**config.mk**
```make
export PLATFORM = sky130hd
export DESIGN_NAME = alarm_bank
export DESIGN_NICKNAME = d
export VERILOG_FILES = /design/src/rtl/alarm_bank.sv
export SDC_FILE = /design/constraint.sdc
export NUM_CORES = 1
export LEC_CHECK = 0
export ABC_AREA = 0
export CORE_ASPECT_RATIO = 1.2
export CORE_MARGIN = 1.5
export CORE_UTILIZATION = 51
export CTS_CLUSTER_DIAMETER = 150
export DETAILED_ROUTE_END_ITERATION = 10
export PLACE_DENSITY = 0.77
export SETUP_SLACK_MARGIN = 0.4
export SLEW_MARGIN = 20
export SYNTH_ARGS = -nofsm -noshare
export SYNTH_HDL_FRONTEND = slang
export SYNTH_SLANG_ARGS = --single-unit
```
**constraint.sdc**
```tcl
create_clock -name clk -period 2.4 [get_ports clk]
set_input_delay 0.24 -clock clk [delete_from_list [all_inputs] [get_ports clk]]
set_output_delay 0.24 -clock clk [all_outputs]
set_load 0.01 [all_outputs]
```
**src/rtl/alarm_bank.sv**
```systemverilog
// Multi-slot alarm/chime controller: matches armed slots on each 1 Hz tick, arbitrates, drives beep.
// State and outputs register one cycle after the deciding edge; no backpressure, all inputs are strobes.
module alarm_bank #(
    parameter int  NUM_ALARMS       = 4,
    parameter int  DEFAULT_HOUR     = 6,
    parameter int  SNOOZE_SEC       = 300,
    parameter int  RING_TIMEOUT_SEC = 60,
    parameter int  CHIME_SEC        = 2,
    localparam int IDX_W            = $clog2(NUM_ALARMS)
) (
    input  logic             clk,
    input  logic             rst,
    input  logic             tick_1hz,
    input  logic [4:0]       cur_hour,
    input  logic [5:0]       cur_min,
    input  logic [5:0]       cur_sec,
    input  logic             wr_en,
    input  logic [IDX_W-1:0] wr_idx,
    input  logic [4:0]       wr_hour,
    input  logic [5:0]       wr_min,
    input  logic             wr_enable,
    input  logic [IDX_W-1:0] rd_idx,
    output logic [4:0]       rd_hour,
    output logic [5:0]       rd_min,
    output logic             rd_enable,
    input  logic             key_off,
    input  logic             key_snooze,
    input  logic             chime_en,
    output logic             beep,
    output logic             ringing,
    output logic             snoozing,
    output logic [IDX_W-1:0] active_idx
);

    localparam int CNT_MAX = (SNOOZE_SEC > RING_TIMEOUT_SEC)
                           ? ((SNOOZE_SEC > CHIME_SEC) ? SNOOZE_SEC : CHIME_SEC)
                           : ((RING_TIMEOUT_SEC > CHIME_SEC) ? RING_TIMEOUT_SEC : CHIME_SEC);
    localparam int CNT_W = $clog2(CNT_MAX + 1);

    typedef enum logic [1:0] {S_IDLE, S_RING, S_SNOOZE, S_CHIME} state_t;

    state_t                  state;
    logic [CNT_W-1:0]        sec_cnt;
    logic [4:0]              slot_hour [NUM_ALARMS];
    logic [5:0]              slot_min  [NUM_ALARMS];
    logic [NUM_ALARMS-1:0]   slot_en;

    logic                    wr_ok;
    logic                    rd_ok;
    logic                    hit;
    logic [IDX_W-1:0]        hit_idx;
    logic                    chime_hit;
    logic                    disarm;

    assign wr_ok = wr_en && (32'(wr_idx) < 32'(NUM_ALARMS))
                && (wr_hour <= 5'd23) && (wr_min <= 6'd59);
    assign rd_ok = 32'(rd_idx) < 32'(NUM_ALARMS);

    // Downward scan so the lowest matching index is the one left standing.
    always_comb begin
        hit     = 1'b0;
        hit_idx = '0;
        for (int i = NUM_ALARMS - 1; i >= 0; i--) begin
            if (slot_en[i] && slot_hour[i] == cur_hour && slot_min[i] == cur_min) begin
                hit     = 1'b1;
                hit_idx = IDX_W'(i);
            end
        end
        hit = hit && tick_1hz && (cur_sec == 6'd0);
    end

    assign chime_hit = tick_1hz && chime_en && (cur_min == 6'd0) && (cur_sec == 6'd0);
    assign disarm    = wr_ok && !wr_enable && (wr_idx == active_idx)
                    && (state == S_RING || state == S_SNOOZE);

    always_ff @(posedge clk or negedge rst) begin
        if (!rst) begin
            for (int i = 0; i < NUM_ALARMS; i++) begin
                slot_hour[i] <= 5'(DEFAULT_HOUR);
                slot_min[i]  <= 6'd0;
            end
            slot_en <= '0;
        end else if (wr_ok) begin
            slot_hour[wr_idx] <= wr_hour;
            slot_min[wr_idx]  <= wr_min;
            slot_en[wr_idx]   <= wr_enable;
        end
    end

    always_ff @(posedge clk or negedge rst) begin
        if (!rst) begin
            rd_hour   <= 5'd0;
            rd_min    <= 6'd0;
            rd_enable <= 1'b0;
        end else if (rd_ok) begin
            rd_hour   <= slot_hour[rd_idx];
            rd_min    <= slot_min[rd_idx];
            rd_enable <= slot_en[rd_idx];
        end else begin
            rd_hour   <= 5'd0;
            rd_min    <= 6'd0;
            rd_enable <= 1'b0;
        end
    end

    // beep doubles as the ring phase: every entry into S_RING starts on the audible half.
    always_ff @(posedge clk or negedge rst) begin
        if (!rst) begin
            state      <= S_IDLE;
            sec_cnt    <= '0;
            active_idx <= '0;
            beep       <= 1'b0;
            ringing    <= 1'b0;
            snoozing   <= 1'b0;
        end else if (disarm) begin
            state    <= S_IDLE;
            beep     <= 1'b0;
            ringing  <= 1'b0;
            snoozing <= 1'b0;
        end else begin
            case (state)
                S_IDLE: begin
                    if (hit) begin
                        state      <= S_RING;
                        active_idx <= hit_idx;
                        sec_cnt    <= '0;
                        beep       <= 1'b1;
                        ringing    <= 1'b1;
                    end else if (chime_hit) begin
                        state   <= S_CHIME;
                        sec_cnt <= '0;
                        beep    <= 1'b1;
                    end
                end
                S_RING: begin
                    if (key_off) begin
                        state   <= S_IDLE;
                        beep    <= 1'b0;
                        ringing <= 1'b0;
                    end else if (key_snooze) begin
                        state    <= S_SNOOZE;
                        sec_cnt  <= CNT_W'(SNOOZE_SEC);
                        beep     <= 1'b0;
                        ringing  <= 1'b0;
                        snoozing <= 1'b1;
                    end else if (tick_1hz) begin
                        if (sec_cnt + CNT_W'(1) >= CNT_W'(RING_TIMEOUT_SEC)) begin
                            state   <= S_IDLE;
                            beep    <= 1'b0;
                            ringing <= 1'b0;
                        end else begin
                            sec_cnt <= sec_cnt + CNT_W'(1);
                            beep    <= ~beep;
                        end
                    end
                end
                S_SNOOZE: begin
                    if (key_off) begin
                        state    <= S_IDLE;
                        snoozing <= 1'b0;
                    end else if (hit || (tick_1hz && sec_cnt <= CNT_W'(1))) begin
                        state      <= S_RING;
                        active_idx <= hit ? hit_idx : active_idx;
                        sec_cnt    <= '0;
                        beep       <= 1'b1;
                        ringing    <= 1'b1;
                        snoozing   <= 1'b0;
                    end else if (tick_1hz) begin
                        sec_cnt <= sec_cnt - CNT_W'(1);
                    end
                end
                S_CHIME: begin
                    if (hit) begin
                        state      <= S_RING;
                        active_idx <= hit_idx;
                        sec_cnt    <= '0;
                        beep       <= 1'b1;
                        ringing    <= 1'b1;
                    end else if (tick_1hz) begin
                        if (sec_cnt + CNT_W'(1) >= CNT_W'(CHIME_SEC)) begin
                            state <= S_IDLE;
                            beep  <= 1'b0;
                        end else begin
                            sec_cnt <= sec_cnt + CNT_W'(1);
                        end
                    end
                end
                default: begin
                    state    <= S_IDLE;
                    beep     <= 1'b0;
                    ringing  <= 1'b0;
                    snoozing <= 1'b0;
                end
            endcase
        end
    end

endmodule
```
==> flow_metrics.env, run 1 <==
export IMPL_status="finished, violations left"
export IMPL_failed_checks="setup timing"
export IMPL_grt_pass1_vias=4208
export IMPL_clock_skew_ns=0.0151
export IMPL_fin_crit_sh=1.09
export IMPL_area_growth_syn_to_layout_pct=38.1
export IMPL_wire_per_inst_um=20.5
export IMPL_gr_total_overflow=0
export IMPL_die_x_um=89.9
export IMPL_vias_per_cell=6.01
export IMPL_postCtsHoldBufs=0
export IMPL_dp_hpwl_um=9380
export IMPL_drive_gt1_frac=0.419
export IMPL_setup_worst_path_end_class="flip-flop"
export IMPL_drtPass1Iterations=5
export IMPL_dieArea_um2=9650
export IMPL_mostFrequentLayoutCells="buf_4 (80), dfrtp_1 (68), mux2_2 (48)"
export IMPL_synth_distinct_cells=60
export IMPL_rsz0062_at_grt="yes"
export IMPL_worst_ep_required_time_ns=2.63
export IMPL_fin_util=0.734
export IMPL_yosys_warnings=0
export IMPL_drc_errors=0
export IMPL_fin_nets=590
export IMPL_start_util=0.531
export IMPL_netlist_area_leader_share=0.368
export IMPL_synth_top_cell_by_area="dfrtp_1"
export IMPL_ys_ff_latch=76
export IMPL_ys_seq_area_frac=0.414
export IMPL_worst_ep_arrival_time_ns=2.85
export IMPL_critPathMaxFanout=4
export IMPL_h_tree_depth=3
export IMPL_crit_chain="xnor2_2 > nand4_1 > nor3_2 > nor4_2 > or2_1 > a2111oi_1 > buf_4 > o32a_1 > o311ai_2"
export IMPL_cts_tree="done"
export IMPL_drv_slew=0
export IMPL_hold_violations=0
export IMPL_vias=3988
export IMPL_drtAntennaViolNets=0
export IMPL_die_h_um=107
export IMPL_dp_slack_ns=-0.623
export IMPL_tightest_slew_ns=0.974
export IMPL_place_port_buffers=56
export IMPL_synth_area_leaders="dfrtp_1 (37%), mux2_2 (12%), xnor2_1 (9.1%)"
export IMPL_netlist_instances=415
export IMPL_cp_start_kind="flip-flop"
export IMPL_synth_cell_area_um2=4620
export IMPL_wl_um=13600
export IMPL_fp_coreArea_um2=8700
export IMPL_setup_viol=12
export IMPL_clockPowerShare=0.137
export IMPL_antenna_found_initial=0
export IMPL_synth_main_ff_cell="dfrtp_1"
export IMPL_power_leakage_nw=2.62
export IMPL_p_comb_frac=0.557
export IMPL_clock_latency_ns=0.36
export IMPL_place_congestion=0.923
export IMPL_critical_path_max_stage_delay_ns=0.52
export IMPL_post_route_min_period_ns=2.61
export IMPL_num_rows=37
export IMPL_fmax_mhz=383
export IMPL_synth_async_sr_flop_share=1.00
export IMPL_pwr_share_seq=0.307
export IMPL_numCtsBuffers=9
export IMPL_synth_net_count=463
export IMPL_drtIter0Drc=221
export IMPL_io_pins=57
export IMPL_criticalPathCategory="reg2reg"
export IMPL_grt_max_degree=77
export IMPL_clk_path_buf_depth=2
export IMPL_num_antenna_cells=0
export IMPL_max_cap_violations=0
export IMPL_grt_pass1_wl_um=21700
export IMPL_clkTransAtPathRegs_ns=0.08
export IMPL_p_sw_mw=2.54
export IMPL_internal_power_mw=3.87
export IMPL_cts_sinks=76
export IMPL_mostFrequentLayoutCell="buf_4"
export IMPL_max_slew_margin=0.351
export IMPL_synth_avg_cell_area_um2=11.1
export IMPL_cts_root_buf="clkbuf_8"
export IMPL_hold_class="in2async"
export IMPL_fin_ws_ns=-0.214
export IMPL_netSwitchingFraction=0.396
export IMPL_peakVddDrop_mv=0.563
export IMPL_synth_edf_count=0
export IMPL_track_usage=0.294
export IMPL_power_density_nw_per_um2=1000
export IMPL_fill_cells=621
export IMPL_slowest_stage="a2111oi_1"
power by group through the flow:
stage / logic [mW] / clock network [mW] / registers, mW
2_1_floorplan: 1.90 / 0 / 1.92
3_3_place_gp: 2.89 / 0 / 1.93
3_5_place_dp: 2.98 / 0 / 1.95
4_1_cts: 3.34 / 0.892 / 1.95
5_1_grt: 3.83 / 0.938 / 2.00
6_report: 3.57 / 0.877 / 1.97
repair_timing:
item / in CTS / in global routing
pin swaps: 14 / 7
buffers inserted: 8 / 3
gates cloned: 1 / 0
setup endpoints to repair: 16 / 26
resized for setup: 43 / 22
cell usage after synthesis, types with 2 or more instances:
master / number
buf_6: 2
a211oi_1: 3
or2_1: 2
dfrtp_1: 68
a22o_1: 3
nand3b_1: 4
inv_1: 15
mux2_2: 48
ha_1: 8
nand2_1: 20
nand4_1: 16
mux4_2: 12
nor4b_1: 2
nor3_2: 5
o22ai_1: 4
o221ai_1: 2
buf_1: 4
a21oi_1: 13
nand3_1: 9
buf_2: 16
nor2_1: 19
nand2b_1: 3
nor3_1: 8
nor4_1: 5
a2111oi_0: 2
clkbuf_1: 7
mux2i_1: 2
dfstp_2: 8
a211oi_2: 3
o21ai_0: 14
and2_1: 3
a31oi_1: 3
o31ai_1: 6
xor2_1: 2
xnor2_1: 48
o32a_1: 2
layer usage:
| metal | part of all wire | up-vias | track usage | routed length, um |
|---|---|---|---|---|
| met4 | 0.047 | 0 | 0.154 | 643 |
| met2 | 0.55 | 154 | 0.556 | 7490 |
| met5 | 0 | - | 0 | 0 |
| li1 | - | 1777 | - | - |
| met1 | 0.36 | 2003 | 0.315 | 4930 |
| met3 | 0.040 | 54 | 0.0466 | 538 |
logic make-up (layout without fill, tap and decap cells):
group,after synthesis,after routing,share of synthesized area
AOI/OAI and AO/OA,70,70,0.116
xor gates and xnor gates,50,50,0.0947
adders and majority gates,8,8,0.0217
buffers and inverters,44,176,0.0433
DFF,76,76,0.414
muxes,63,63,0.182
and+or+nand+nor,104,104,0.128
area by class of cell:
| cell class | instances | area (um2) | share of cell area |
|---|---|---|---|
| Multi-Input combinational cell | 295 | 2820 | 0.441 |
| Sequential cell | 76 | 1910 | 0.299 |
| Timing Repair Buffer | 145 | 1280 | 0.201 |
| Clock buffer | 11 | 131 | 0.0206 |
| Inverter | 15 | 56.3 | 0.00882 |
| Tap cell | 117 | 146 | 0.0229 |
| Clock inverter | 5 | 38.8 | 0.00607 |
state kept, by name (all words and copies together), names as in the netlist:
name / count
ringing: 1
beep: 1
rd_hour: 5
sec_cnt: 9
state: 2
rd_enable: 1
slot_hour: 20
active_idx: 2
snoozing: 1
slot_min: 24
slot_en: 4
rd_min: 6
stage by stage:
step	cells	power [mW]	cell area, um2	hold WS (ns)	TNS (ns)
2_1_floorplan	415	3.81	4640	-0.0556	-0.0779
3_3_place_gp	636	4.82	5790	0.451	-5.73
3_5_place_dp	636	4.93	5790	0.453	-7.30
4_1_cts	661	6.17	6230	0.0587	-1.26
5_1_grt	664	6.77	6380	0.0996	-3.08
6_report	664	6.42	6380	0.0101	-1.35
worst max-delay path: cells and delay by family (launching register included):
kind	cells	cell delay, ns
AND/OR/NAND/NOR	4	0.86
AO/OA/AOI/OAI	3	0.78
flip-flops	1	0.41
XOR/XNOR	1	0.27
buffers and inverters	1	0.19
worst paths after layout:
path,slack (ns),cells past startpoint,to,start
setup / recovery,-0.21,9,sec_cnt[6],slot_hour[18]
hold / removal,0.01,1,sec_cnt[4],rst
setup reg to reg,-0.21,9,sec_cnt[6],slot_hour[18]
hold reg to reg,0.53,2,ringing,ringing
max in group asynchronous,1.74,1,slot_min[11],rst
min in group clk,0.53,2,ringing,ringing
(Power assumes the default switching activity.)
==> run 2: changes to the inputs <==
SLEW_MARGIN = 10   (was 20)
==> results of run 2 <==
The final DEF is identical to that of run 1; final timing and power are the same.
==> edit 1: new RTL, flow settings as in run 1 <==
The 4 states of `state_t` get a one-hot encoding in 4 bits.
--- a/src/rtl/alarm_bank.sv
+++ b/src/rtl/alarm_bank.sv
@@ -38,5 +38,5 @@
     localparam int CNT_W = $clog2(CNT_MAX + 1);
 
-    typedef enum logic [1:0] {S_IDLE, S_RING, S_SNOOZE, S_CHIME} state_t;
+    typedef enum logic [3:0] {S_IDLE = 4'b0001, S_RING = 4'b0010, S_SNOOZE = 4'b0100, S_CHIME = 4'b1000} state_t;
 
     state_t                  state;
Formal check against the unedited RTL: same outputs for any inputs over 4 cycles, from zero or initial values and one cycle with rst low; so few cycles prove little.
==> edit 1 against run 1 <==
- critical path depth down 2
- area after synthesis rose by 2.1%
- final area increased by 1.9%
- worst setup slack improved by 240 ps
- wire length is 2.8% lower
- sequential cell count rose by 2
- non-clock buffer count fell by 9
- utilization shrank 1.3 points
- power fell by 20%
- largest power group unchanged
- highest routed layer unchanged
==> edit 1: results (changes against run 1) <==
| Metric | Value |
|---|---|
| Synth area leaders | `dfrtp_1, mux2_2, xnor2_1, mux4_2, dfstp_2` |
| Layout cells sized above 1 | `43.2% (+1.3 points)` |
| Antenna Cells | `0 (unchanged)` |
| Main synth FF type | `dfrtp_1` |
| Routability-driven placement congestion ratio | `0.899 (-2.6%)` |
| Clock skew | `10.3 ps (-4.83 ps)` |
| GRT Util Overall | `28.0% (-1.4 points)` |
| Static leakage | `2.58 nW (-1.5%)` |
| Largest net degree at the start of global routing | `52 (-32%)` |
| Largest fanout on the critical path | `8 (+4)` |
| Worst-case clock buffer depth | `2 (unchanged)` |
| Int Pwr | `0.00334 W (-14%)` |
| Vias per inst | `5.96 (-0.78%)` |
| First-pass GRT wire length | `20.9 mm (-3.9%)` |
| Cell total after placement | `628 (-1.3%)` |
| Syn Nets | `459 (-0.86%)` |
| Register area share after synthesis | `41.6% (+0.23 points)` |
| Synth top cells by count | `dfrtp_1, xnor2_1, mux2_2, nand2_1, nor2_1` |
| Fin worst setup slack | `30.8 ps (+245 ps)` |
| Worst-Margin Slew | `685 ps (-290 ps)` |
| Vias in the first global route | `4204 (-0.095%)` |
| Status | `complete, no violations` |
| Crit path max-delay cell type | `or4b_4` |
| Setup WS pre-CTS | `-357 ps (+266 ps)` |
| Max incr delay on CP | `590 ps (+70 ps)` |
| Worst-path clk slew | `80 ps (about the same)` |
| Syn Inst Count | `416 (+0.24%)` |
| Post-synth cell types | `65 (+8.3%)` |
| DP Wirelength | `9.24 mm (-1.5%)` |
| Routed Wire Length | `13.2 mm (-2.8%)` |
| First-pass DRT Iterations | `6 (+1)` |
| WP data arrival | `2650 ps (-200 ps)` |
| # nets final | `582 (-1.4%)` |
| VDD IR-drop max | `0.520 mV (-7.7%)` |
-- edit 1: changes by cell type in the layout (fill, tap and decap cells not counted), moves of 5 or more --
cell,before,now
a21oi_1,13,6
buf_12,1,6
buf_4,80,67
ha_1,7,2
o21ai_0,11,5
xnor2_1,36,43
xnor2_2,12,6
-- edit 1: routing by layer --
| layer | GRT usage [%] | vias to the layer above | part of all wire, % |
|---|---|---|---|
| met3 | 5.20 | 49 | 5.4 |
| met5 | 0 | - | 0 |
| met4 | 16.3 | 0 | 4.3 |
| met2 | 50.6 | 167 | 53 |
| met1 | 30.9 | 1956 | 37 |
| li1 | - | 1785 | - |
-- edit 1: final cells by class --
cell class | count | area (um^2)
inverter | 13 | 48.8
timing repair buffer | 136 | 1260
sequential | 78 | 1970
clock inverter | 5 | 58.8
multi-input combinational | 301 | 2880
fill | 632 | 2530
clock buffer | 11 | 141
tap | 120 | 150
-- edit 1: what timing repair did --
action                                 CTS  global route
gates resized for setup                 47            30
setup buffers                            9             8
endpoints found under the hold margin   41             0
hold buffers                             1             0
setup endpoints to repair               17            17
cloned                                   2             0
pin swaps                               24            15
-- edit 1: per-stage QoR --
| stage | area, um^2 | TNS (ps) | power, W |
|---|---|---|---|
| 3_5_place_dp | 5830 | -4100 | 0.00382 |
| 5_1_grt | 6510 | -211 | 0.00540 |
| 4_1_cts | 6310 | 0 | 0.00502 |
| 6_report | 6510 | 0 | 0.00514 |
| 3_3_place_gp | 5830 | -3230 | 0.00377 |
| 2_1_floorplan | 4750 | 0 | 0.00304 |
-- edit 1: power by group through the flow --
stage	logic (W)	registers (W)	clock network (W)
6_report	0.00224	0.00190	0.00100
5_1_grt	0.00238	0.00193	0.00108
4_1_cts	0.00212	0.00189	0.00102
3_5_place_dp	0.00192	0.00190	0
3_3_place_gp	0.00190	0.00187	0
2_1_floorplan	0.00118	0.00186	0
-- edit 1: final timing paths --
path                       depth (start not counted)      from  slack, ps          to
setup reg to reg                                   7  state[1]         30  sec_cnt[6]
hold reg to reg                                    2  snoozing        490    snoozing
setup / recovery                                   7  state[1]         30  sec_cnt[6]
min in group clk                                   2  snoozing        490    snoozing
hold / removal                                     2       rst        450    state[3]
max in group asynchronous                          3       rst       1310  sec_cnt[0]
-- edit 1: logic make-up after synthesis --
group | count (synthesis) | synth area share [%]
xor gates and xnor gates | 50 | 9.44
DFF | 78 | 41.6
and+or+nand+nor | 111 | 14.0
adders and majority gates | 3 | 0.795
buffers and inverters | 39 | 4.67
muxes | 61 | 17.4
AOI/OAI and AO/OA | 74 | 12.1
==> edit 2: new RTL, config.mk and constraints of run 1 <==
Without the edit above. The parameter `SNOOZE_SEC` goes from 300 to 600.
--- a/src/rtl/alarm_bank.sv
+++ b/src/rtl/alarm_bank.sv
@@ -4,5 +4,5 @@
     parameter int  NUM_ALARMS       = 4,
     parameter int  DEFAULT_HOUR     = 6,
-    parameter int  SNOOZE_SEC       = 300,
+    parameter int  SNOOZE_SEC       = 600,
     parameter int  RING_TIMEOUT_SEC = 60,
     parameter int  CHIME_SEC        = 2,
Behaviour: no difference found for any inputs over 4 cycles, from zero or initial values and one cycle with rst low; that may be too few to reach the edited logic, so the function may still have changed.
==> edit 2 against run 1 <==
- the run still ends with negative setup slack left
- power grew 7.3%
- sequential share of layout area is 0.19 points lower
- area after synthesis rose by 0.30%
- utilization increased by 1.5 points
- wire length rose by 0.58%
- synthesized cell count up 2.9%
- sequential cell count up 1
- clock power increased by 7.9%
- final area grew 2.0%
- hold slack better by 400 ps
- count of clock-buffer cells in the layout increased by 2
- worst setup slack improved by 26 ps
- largest cell class unchanged
==> edit 2: results (changes against run 1) <==
| Metric | Value |
|---|---|
| Status | `finished with violations` |
| Failing checks | `negative setup slack` |
| Layout cells sized above 1 | `40.8% (-1.1 points)` |
| Post-synth ARST share | `100% (unchanged)` |
| Largest net degree at the start of global routing | `46 (-40%)` |
| Routed Wire Length | `13.7 mm (+0.58%)` |
| WP data arrival | `2820 ps (-30 ps)` |
| Top flop regs | `slot_min x24, slot_hour x20, sec_cnt x10` |
| Hold WS | `415 ps (+405 ps)` |
| Hold Buf Count CTS | `1 (+1)` |
| Static leakage | `2.74 nW (+4.6%)` |
| Post-cts sizing count | `51 (+19%)` |
| Routed met1 length | `5.13 mm (+3.9%)` |
| Vias in the first global route | `4231 (+0.55%)` |
| Cell total after placement | `642 (+0.94%)` |
| Synth area leaders | `dfrtp_1, mux2_2, xnor2_1, mux4_2, dfstp_2` |
| Vias per inst | `6.01 (about the same)` |
| Register area share after synthesis | `41.8% (+0.42 points)` |
| # H-tree levels | `3 (unchanged)` |
| Synthesized-area fraction occupied by adder cells | `2.16% (-0.0064 points)` |
| Setup WS pre-CTS | `-352 ps (+271 ps)` |
| Met3 usage | `5.08% (+0.42 points)` |
| Setup violations, final | `13 (+1)` |
| Top delay family on crit path | `compound AO/OA/AOI/OAI gates` |
| Reg-to-reg setup timing slack | `-190 ps (+30 ps)` |
| Routed wl met2 | `7.15 mm (-4.5%)` |
| Fin worst setup slack | `-188 ps (+25.9 ps)` |
| Setup TNS | `-1290 ps (+58.3 ps)` |
| Routability-driven placement congestion ratio | `0.928 (+0.53%)` |
| Avg WL per Cell | `20.1 um (-1.9%)` |
| Clock skew | `15.7 ps (+0.577 ps)` |
| Reg2reg path depth | `11 (+2)` |
| Crit path max-delay cell type | `a2111o_1` |
| GRT Util Overall | `28.6% (-0.78 points)` |
| Max_slew headroom | `59.2% (+24 points)` |
| Compound-gate portion of the synthesized area | `11.0% (-0.66 points)` |
| Grt met1 use | `31.8% (+0.30 points)` |
| First-pass DRT Iterations | `5 (unchanged)` |
| Met2 Use GR | `51.9% (-3.6 points)` |
| # nets final | `607 (+2.9%)` |
| Met3 wire len | `715 um (+33%)` |
| Post-synth cell types | `58 (-3.3%)` |
| VDD IR-drop max | `0.573 mV (+1.8%)` |
| Launching point of the worst reg2reg path | `sec_cnt[0]` |
| Avg Cell Area, Syn | `10.9 um^2 (-2.5%)` |
| Post-CTS Setup Inserts | `15 (+7)` |
| First DRT Iteration DRCs | `211 (-4.5%)` |
| Skew-Pair Late Insertion Delay | `360 ps (about the same)` |
| Syn Nets | `475 (+2.6%)` |
| First-pass GRT wire length | `21.3 mm (-1.7%)` |
| Net load switching power | `0.00271 W (+6.6%)` |
| DP Wirelength | `9.51 mm (+1.4%)` |
| Placed Area | `5800 um^2 (+0.15%)` |
| Synth Area in XOR/XNOR | `10.0% (+0.54 points)` |
| Post-synthesis mux area share | `18.6% (+0.40 points)` |
| Initial antenna violation count | `0 (unchanged)` |
| Synth top cells by count | `dfrtp_1, xnor2_1, mux2_2, nor2_1, nand2_1` |
edit 2: changes by cell type after synthesis, moves of 5 or more:
cell             run 1  this run
and3_1               0         6
nor3_2               5         0
a21oi_1             13         6
buf_2               16        11
nor3_1               8        14
clkbuf_1             7        12
nor2_1              19        26
edit 2: area by class of cell:
cell class                 count  area, um^2
multi-input combinational    309        2840
fill                         606        2190
sequential                    77        1940
timing repair buffer         148        1350
clock buffer                  13         169
tap                          117         146
inverter                      14        52.6
clock inverter                 3        20.0
edit 2: power groups by stage:
| stage | clock network, W | registers (W) | logic, W |
|---|---|---|---|
| 2_1_floorplan | 0 | 0.00196 | 0.00188 |
| 3_3_place_gp | 0 | 0.00197 | 0.00309 |
| 3_5_place_dp | 0 | 0.00200 | 0.00313 |
| 4_1_cts | 0.000959 | 0.00198 | 0.00366 |
| 5_1_grt | 0.00101 | 0.00202 | 0.00423 |
| 6_report | 0.000946 | 0.00199 | 0.00395 |
